$ cat src/rtl/tpu_pkg.sv
// Shared widths, row/word derivation and write-back state encoding.
package tpu_pkg;

    localparam int DEF_ARRAY_SIZE        = 32;
    localparam int DEF_OUTPUT_DATA_WIDTH = 16;
    localparam int DEF_SRAM_DATA_WIDTH   = 32;

    typedef enum logic [1:0] {
        IDLE = 2'd0,
        RUN  = 2'd1,
        DONE = 2'd2
    } qwb_state_e;

    // SRAM words needed to hold one quantized row.
    function automatic int calc_wpr(input int array_size,
                                    input int out_w,
                                    input int sram_w);
        return (array_size * out_w) / sram_w;
    endfunction

endpackage

$ cat src/rtl/quant_writeback_row_fifo.sv
// Synchronous row buffer; extra pointer bit separates full from empty.
module row_fifo #(
    parameter int WIDTH = 512,
    parameter int DEPTH = 2
) (
    input  logic             clk_i,
    input  logic             srst_i,
    input  logic             push_i,
    input  logic             pop_i,
    input  logic [WIDTH-1:0] wdata_i,
    output logic [WIDTH-1:0] rdata_o,
    output logic             full_o,
    output logic             empty_o
);

    localparam int AW = $clog2(DEPTH);
    localparam logic [AW:0] PTR_ONE = (AW+1)'(1);

    logic [WIDTH-1:0] mem_q [DEPTH];
    logic [AW:0]      wr_ptr_q;
    logic [AW:0]      rd_ptr_q;
    logic             do_push;
    logic             do_pop;

    assign empty_o = (wr_ptr_q == rd_ptr_q);
    assign full_o  = (wr_ptr_q[AW] != rd_ptr_q[AW]) &&
                     (wr_ptr_q[AW-1:0] == rd_ptr_q[AW-1:0]);
    assign do_push = push_i && !full_o;
    assign do_pop  = pop_i && !empty_o;
    assign rdata_o = mem_q[rd_ptr_q[AW-1:0]];

    always_ff @(posedge clk_i) begin
        if (do_push) begin
            mem_q[wr_ptr_q[AW-1:0]] <= wdata_i;
        end
    end

    always_ff @(posedge clk_i) begin
        if (srst_i) begin
            wr_ptr_q <= '0;
            rd_ptr_q <= '0;
        end else begin
            if (do_push) wr_ptr_q <= wr_ptr_q + PTR_ONE;
            if (do_pop)  rd_ptr_q <= rd_ptr_q + PTR_ONE;
        end
    end

endmodule

$ cat src/rtl/quant_writeback.sv
// Quantizer write-back: buffers rows and streams them to SRAM one word per cycle.
// Optional QWB_RELU_EN clamps negative elements to zero at the FIFO read side.
module quant_writeback
    import tpu_pkg::*;
#(
    parameter int ARRAY_SIZE        = DEF_ARRAY_SIZE,
    parameter int OUTPUT_DATA_WIDTH = DEF_OUTPUT_DATA_WIDTH,
    parameter int SRAM_DATA_WIDTH   = DEF_SRAM_DATA_WIDTH,
    parameter int ADDR_WIDTH        = 10,
    parameter int ROW_CNT_WIDTH     = 8,
    parameter int FIFO_DEPTH        = 2
) (
    input  logic                                      clk,
    input  logic                                      srst,
    input  logic                                      start,
    input  logic [ADDR_WIDTH-1:0]                     base_addr,
    input  logic [ROW_CNT_WIDTH-1:0]                  num_rows,
    input  logic                                      in_valid,
    input  logic [ARRAY_SIZE*OUTPUT_DATA_WIDTH-1:0]   in_data,
    output logic                                      in_ready,
    output logic                                      sram_we,
    output logic [ADDR_WIDTH-1:0]                     sram_addr,
    output logic [SRAM_DATA_WIDTH-1:0]                sram_wdata,
    output logic                                      busy,
    output logic                                      done
);

    localparam int ROW_W = ARRAY_SIZE * OUTPUT_DATA_WIDTH;
    localparam int WPR   = calc_wpr(ARRAY_SIZE, OUTPUT_DATA_WIDTH,
                                    SRAM_DATA_WIDTH);
    localparam int KW    = (WPR > 1) ? $clog2(WPR) : 1;

    localparam logic [KW-1:0]            K_LAST  = KW'(WPR - 1);
    localparam logic [KW-1:0]            K_ONE   = KW'(1);
    localparam logic [ROW_CNT_WIDTH-1:0] CNT_ONE = ROW_CNT_WIDTH'(1);
    localparam logic [ADDR_WIDTH-1:0]    A_ONE   = ADDR_WIDTH'(1);

    qwb_state_e               state_q;
    logic [ADDR_WIDTH-1:0]    wr_addr_q;
    logic [ROW_CNT_WIDTH-1:0] num_rows_q;
    logic [ROW_CNT_WIDTH-1:0] acc_cnt_q;
    logic [ROW_CNT_WIDTH-1:0] rows_wr_q;
    logic [KW-1:0]            k_q;
    logic                     sram_we_q;
    logic [ADDR_WIDTH-1:0]    sram_addr_q;
    logic [SRAM_DATA_WIDTH-1:0] sram_wdata_q;
    logic                     busy_q;
    logic                     done_q;

    logic             fifo_full;
    logic             fifo_empty;
    logic             fifo_push;
    logic             fifo_pop;
    logic [ROW_W-1:0] fifo_rdata;
    logic [ROW_W-1:0] src_raw;
    logic [ROW_W-1:0] src_row;
    logic [WPR-1:0][SRAM_DATA_WIDTH-1:0] src_words;
    logic             push;
    logic             wr_en;
    logic             last_word;

    assign in_ready  = (state_q == RUN) && !fifo_full &&
                       (acc_cnt_q < num_rows_q);
    assign push      = in_valid && in_ready;
    assign last_word = (k_q == K_LAST);

    // An empty FIFO forwards the incoming row so its first word issues
    // in the same cycle it is accepted.
    assign src_raw   = fifo_empty ? in_data : fifo_rdata;
    assign wr_en     = (state_q == RUN) && (!fifo_empty || push);
    assign fifo_pop  = wr_en && last_word && !fifo_empty;
    assign fifo_push = push && !(fifo_empty && last_word);

`ifdef QWB_RELU_EN
    always_comb begin
        src_row = src_raw;
        for (int i = 0; i < ARRAY_SIZE; i++) begin
            if (src_raw[i*OUTPUT_DATA_WIDTH + OUTPUT_DATA_WIDTH - 1]) begin
                src_row[i*OUTPUT_DATA_WIDTH +: OUTPUT_DATA_WIDTH] = '0;
            end
        end
    end
`else
    assign src_row = src_raw;
`endif

    assign src_words = src_row;

    row_fifo #(
        .WIDTH (ROW_W),
        .DEPTH (FIFO_DEPTH)
    ) u_row_fifo (
        .clk_i   (clk),
        .srst_i  (srst),
        .push_i  (fifo_push),
        .pop_i   (fifo_pop),
        .wdata_i (in_data),
        .rdata_o (fifo_rdata),
        .full_o  (fifo_full),
        .empty_o (fifo_empty)
    );

    always_ff @(posedge clk) begin
        if (srst) begin
            state_q      <= IDLE;
            wr_addr_q    <= '0;
            num_rows_q   <= '0;
            acc_cnt_q    <= '0;
            rows_wr_q    <= '0;
            k_q          <= '0;
            sram_we_q    <= 1'b0;
            sram_addr_q  <= '0;
            sram_wdata_q <= '0;
            busy_q       <= 1'b0;
            done_q       <= 1'b0;
        end else begin
            sram_we_q <= 1'b0;
            done_q    <= 1'b0;
            if (push) acc_cnt_q <= acc_cnt_q + CNT_ONE;
            unique case (state_q)
                IDLE: begin
                    if (start) begin
                        wr_addr_q  <= base_addr;
                        num_rows_q <= num_rows;
                        acc_cnt_q  <= '0;
                        rows_wr_q  <= '0;
                        k_q        <= '0;
                        busy_q     <= 1'b1;
                        state_q    <= (num_rows == '0) ? DONE : RUN;
                    end
                end
                RUN: begin
                    if (wr_en) begin
                        sram_we_q    <= 1'b1;
                        sram_addr_q  <= wr_addr_q;
                        sram_wdata_q <= src_words[k_q];
                        wr_addr_q    <= wr_addr_q + A_ONE;
                        if (last_word) begin
                            k_q       <= '0;
                            rows_wr_q <= rows_wr_q + CNT_ONE;
                            if (rows_wr_q == num_rows_q - CNT_ONE) begin
                                state_q <= DONE;
                            end
                        end else begin
                            k_q <= k_q + K_ONE;
                        end
                    end
                end
                DONE: begin
                    done_q  <= 1'b1;
                    busy_q  <= 1'b0;
                    state_q <= IDLE;
                end
                default: state_q <= IDLE;
            endcase
        end
    end

    assign sram_we    = sram_we_q;
    assign sram_addr  = sram_addr_q;
    assign sram_wdata = sram_wdata_q;
    assign busy       = busy_q;
    assign done       = done_q;

endmodule

$ cat config.mk
export PLATFORM = sky130hd
export DESIGN_NAME = quant_writeback
export DESIGN_NICKNAME = d
export VERILOG_FILES = /design/src/rtl/tpu_pkg.sv /design/src/rtl/quant_writeback_row_fifo.sv /design/src/rtl/quant_writeback.sv
export SDC_FILE = /design/constraint.sdc
export NUM_CORES = 1
export LEC_CHECK = 0
export ABC_AREA = 1
export CORE_MARGIN = 2
export CORE_UTILIZATION = 25
export DETAILED_ROUTE_END_ITERATION = 8
export GPL_TIMING_DRIVEN = 1
export HOLD_SLACK_MARGIN = 0.03
export PLACE_DENSITY = 0.49
export SLEW_MARGIN = 20
export SYNTH_ARGS = -nofsm -noshare
export SYNTH_HDL_FRONTEND = slang
export SYNTH_SLANG_ARGS = --single-unit
export TNS_END_PERCENT = 20
$ cat constraint.sdc
create_clock -name clk -period 46.8 [get_ports clk]
set_clock_uncertainty 0.2 [all_clocks]
set_input_delay 9.36 -clock clk [delete_from_list [all_inputs] [get_ports clk]]
set_output_delay 9.36 -clock clk [all_outputs]
set_load 0.1 [all_outputs]
==> results.yml <==
run_status:
  status: "finished, final reports clean"
die:
  rows: 165
  initial_core_util_pct: 25.1
  io-pin-count: 580
  die_h_um: 454
  die_w_um: 454
  die-area_mm2: 0.206
  core_area_mm2: 0.202
clocking:
  cts_tree: "done"
  root_buffer: "clkbuf_16"
  clkSinkCount: 1114
  cts_resized: 0
  cts_hold_buf: 0
  htree_levels: 4
  clk_pin_slew_worst_paths_ns: 0.05
  clockBufferDepth: 3
  cts_buffers: 136
  post-cts-setup-buffers: 0
  clkLatencyLatePin_ns: 0.78
place:
  globalplace.congestion: 0.842
  portBuffers: 579
  dp_hpwl_mm: 131
setup_path:
  end_kind: "flop"
  crit_path_max_fanout: 106
  slowest_delay_ns: 0.82
  critical_path.endpoint: "u_row_fifo.mem_q[1][23]$_DFFE_PP_"
  cp_common_cell: "buf_4"
  arrival_ns: 13.83
  path_class: "in2reg"
  crit_path_top_delay_cell: "buf_4"
  worst-r2r-setup-slack_ns: 40.99
  critPathLaunchType: "input pin"
  rr_startpoint: "u_row_fifo.wr_ptr_q[0]$_SDFFE_PP0P_"
  required_ns: 47.00
  path_cells: "clkdlybuf4s50_1 > nand3_4 > inv_1 > nand3_1 > inv_8 > buf_4 > buf_4 > buf_4"
  r2r_cells: 9
  rr_endpoint: "u_row_fifo.mem_q[1][23]$_DFFE_PP_"
  crit_start: "in_valid"
timing:
  hold_viol: 0
  period_needed_ns: 13.64
  slew_viol_final: 0
  fin_tns_setup_ns: 0
  finalSetupViolCount: 0
  holdWs_ns: 0.263
  tightest_slew_ns: 1.15
  max-slew-margin-rel_pct: 23.3
  max_freq_mhz: 73.3
  fin_crit_sh_pct: 29.1
  rsz0062_at_grt: "no"
yosys:
  synth.net_count: 5796
  synth_top_family_by_area: "simple AND/OR/NAND/NOR gates"
  synthXorXnorAreaFrac_pct: 0.208
  synthDistinctLibCells: 38
  synth_top_cell_by_area: "edfxtp_1"
  synthMuxAreaShare_pct: 0.0198
  synth_area_leaders: "edfxtp_1, nand2_1, nor2_1"
  synth_fa_ha_area_share_pct: 0.297
  synth_area_mm2: 0.0506
  yosysSeqAreaShare_pct: 64.3
  avgSynthCellArea_um2: 9.64
  yosys_warnings: 0
  synth_compound_area_share_pct: 8.93
  synthCells: 5250
  synth_seq_cells: 1114
  yosys.area_share.simple_pct: 22.0
  synth_top_area_share_pct: 60.8
grt:
  overflow: 0
  grt_antenna_before_repair: 119
  grt_pass1_wl_mm: 276
  grt_pass1_vias: 37400
  grt.total_usage_pct: 18.6
  grt_max_degree: 151
layout:
  syn2layout_area_growth_pct: 24.9
  fillCellCount: 20800
  layout-drive-gt1-share_pct: 6.00
  fin_nets: 6228
power:
  p_per_area_mw_per_mm2: 41.2
  p_leak_nw: 22.9
  ir_drop_v: 0.0000346
detailed_routing:
  ant_nets: 0
  avgRoutedWirePerCell_um: 23.2
  dr.first_iter.drc_count: 3285
  viasPerCell: 4.67
  vias: 39700
  routed_wl_mm: 197
  drc: 0
  drtPass1Iterations: 6
run:
  maxCapViolations: 0
worst_hold_path:
  min_path_cells: 2
  hp-class: "reg2reg"
-- worst min-delay path by stage --
stage | start | end | slack (ns)
floorplan | rows_wr_q[6]$_SDFFE_PP0P_ | rows_wr_q[6]$_SDFFE_PP0P_ | 0.25
global placement | sram_wdata[31]$_SDFFE_PP0P_ | sram_wdata[31]$_SDFFE_PP0P_ | 0.25
detailed placement | sram_wdata[11]$_SDFFE_PP0P_ | sram_wdata[11]$_SDFFE_PP0P_ | 0.26
CTS | sram_wdata[11]$_SDFFE_PP0P_ | sram_wdata[11]$_SDFFE_PP0P_ | 0.27
global route | sram_wdata[11]$_SDFFE_PP0P_ | sram_wdata[11]$_SDFFE_PP0P_ | 0.28
finish | sram_wdata[11]$_SDFFE_PP0P_ | sram_wdata[11]$_SDFFE_PP0P_ | 0.26
-- placed cells by master, fill, tap and decap left out, types with 44 or more instances in the layout --
cell | netlist | layout
clkbuf_16 | 0 | 138
a21oi_1 | 178 | 178
nand2_1 | 1233 | 1230
dfxtp_1 | 90 | 86
buf_4 | 6 | 77
nor2_1 | 942 | 940
o211ai_1 | 81 | 81
diode_2 | 0 | 56
nand4_1 | 66 | 66
o21ai_0 | 579 | 579
inv_1 | 159 | 157
edfxtp_1 | 1024 | 1024
or2_2 | 44 | 44
clkdlybuf4s50_1 | 0 | 560
nand3_1 | 431 | 431
-- where the power goes --
group | internal, mW | switching (mW)
clock network | 0.575 | 0.440
registers | 1.14 | 0.0135
logic | 0.130 | 0.309
-- through the flow --
step	instance area, um^2	setup slack (ns)	power (mW)	cells	utilization [%]
after global placement	58900	32.39	1.61	8216	29.2
after global routing	63200	32.94	2.71	8498	31.3
final	63200	33.16	2.60	8516	31.3
after CTS	63100	33.24	2.64	8460	31.3
after floorplan	50600	14.31	1.44	5250	-
after detailed placement	58900	32.38	1.62	8216	29.2
-- cells in the mapped netlist --
| master | n |
|---|---|
| nand2_1 | 1233 |
| edfxtp_1 | 1024 |
| nor2_1 | 942 |
| o21ai_0 | 579 |
| nand3_1 | 431 |
| a21oi_1 | 178 |
| clkbuf_1 | 175 |
| inv_1 | 159 |
| buf_2 | 123 |
| dfxtp_1 | 90 |
| o211ai_1 | 81 |
| nand4_1 | 66 |
| buf_1 | 48 |
| or2_2 | 44 |
| ha_1 | 12 |
| o21ai_1 | 12 |
| xor2_1 | 7 |
| buf_4 | 6 |
| clkinv_1 | 5 |
| xnor2_1 | 5 |
| nor3_1 | 4 |
| inv_2 | 3 |
| nor3b_1 | 3 |
| o21bai_1 | 3 |
| nand2_2 | 2 |
| nand3b_1 | 2 |
| nor4_1 | 2 |
| a21oi_2 | 1 |
| a21oi_4 | 1 |
| and2_1 | 1 |
| and3_1 | 1 |
| clkinv_2 | 1 |
| mux2i_1 | 1 |
| nand3_2 | 1 |
| nand3_4 | 1 |
| nor2_2 | 1 |
| o21a_1 | 1 |
| o22ai_1 | 1 |
-- critical path: cells and delay by family --
family	cells	cell delay, ns
buf+inv	6	3.61
simple gates	2	0.41
-- kinds of logic after synthesis --
| kind of cell | count (synthesis) |
|---|---|
| AOI/OAI and AO/OA | 857 |
| muxes | 1 |
| and+or+nand+nor | 2734 |
| xor gates and xnor gates | 12 |
| adders and majority gates | 12 |
| buffers and inverters | 520 |
| DFF | 1114 |
-- state kept, by name, indices dropped and copies added (netlist names), named ones only --
name / cells
k_q: 4
num_rows_q: 8
wr_addr_q: 10
u_row_fifo.rd_ptr_q: 2
done: 1
busy: 1
acc_cnt_q: 8
u_row_fifo.mem_q: 1024
sram_wdata: 32
rows_wr_q: 8
sram_addr: 10
state_q: 2
sram_we: 1
u_row_fifo.wr_ptr_q: 2
-- final cells by class --
type                    count  area, um^2  area share, %
flip-flops and latches   1114       32600           51.5
multi-input cells        3616       16000           25.3
repair buffers            646        6320           9.99
clock buffers             182        3690           5.83
well taps                2672        3340           5.29
inverters                 168         672           1.06
clock inverters            62         531          0.839
diodes                     56         140          0.222
-- per-layer routing --
layer / global-route usage (%) / up-vias / part of all wire, %
met3: 3.45 / 399 / 5.1
met1: 23.0 / 19200 / 41
li1: - / 18900 / -
met2: 30.3 / 1213 / 48
met5: 0 / - / 0.18
met4: 10.7 / 56 / 5.4
No activity file was read; power rests on OpenSTA's default activity.
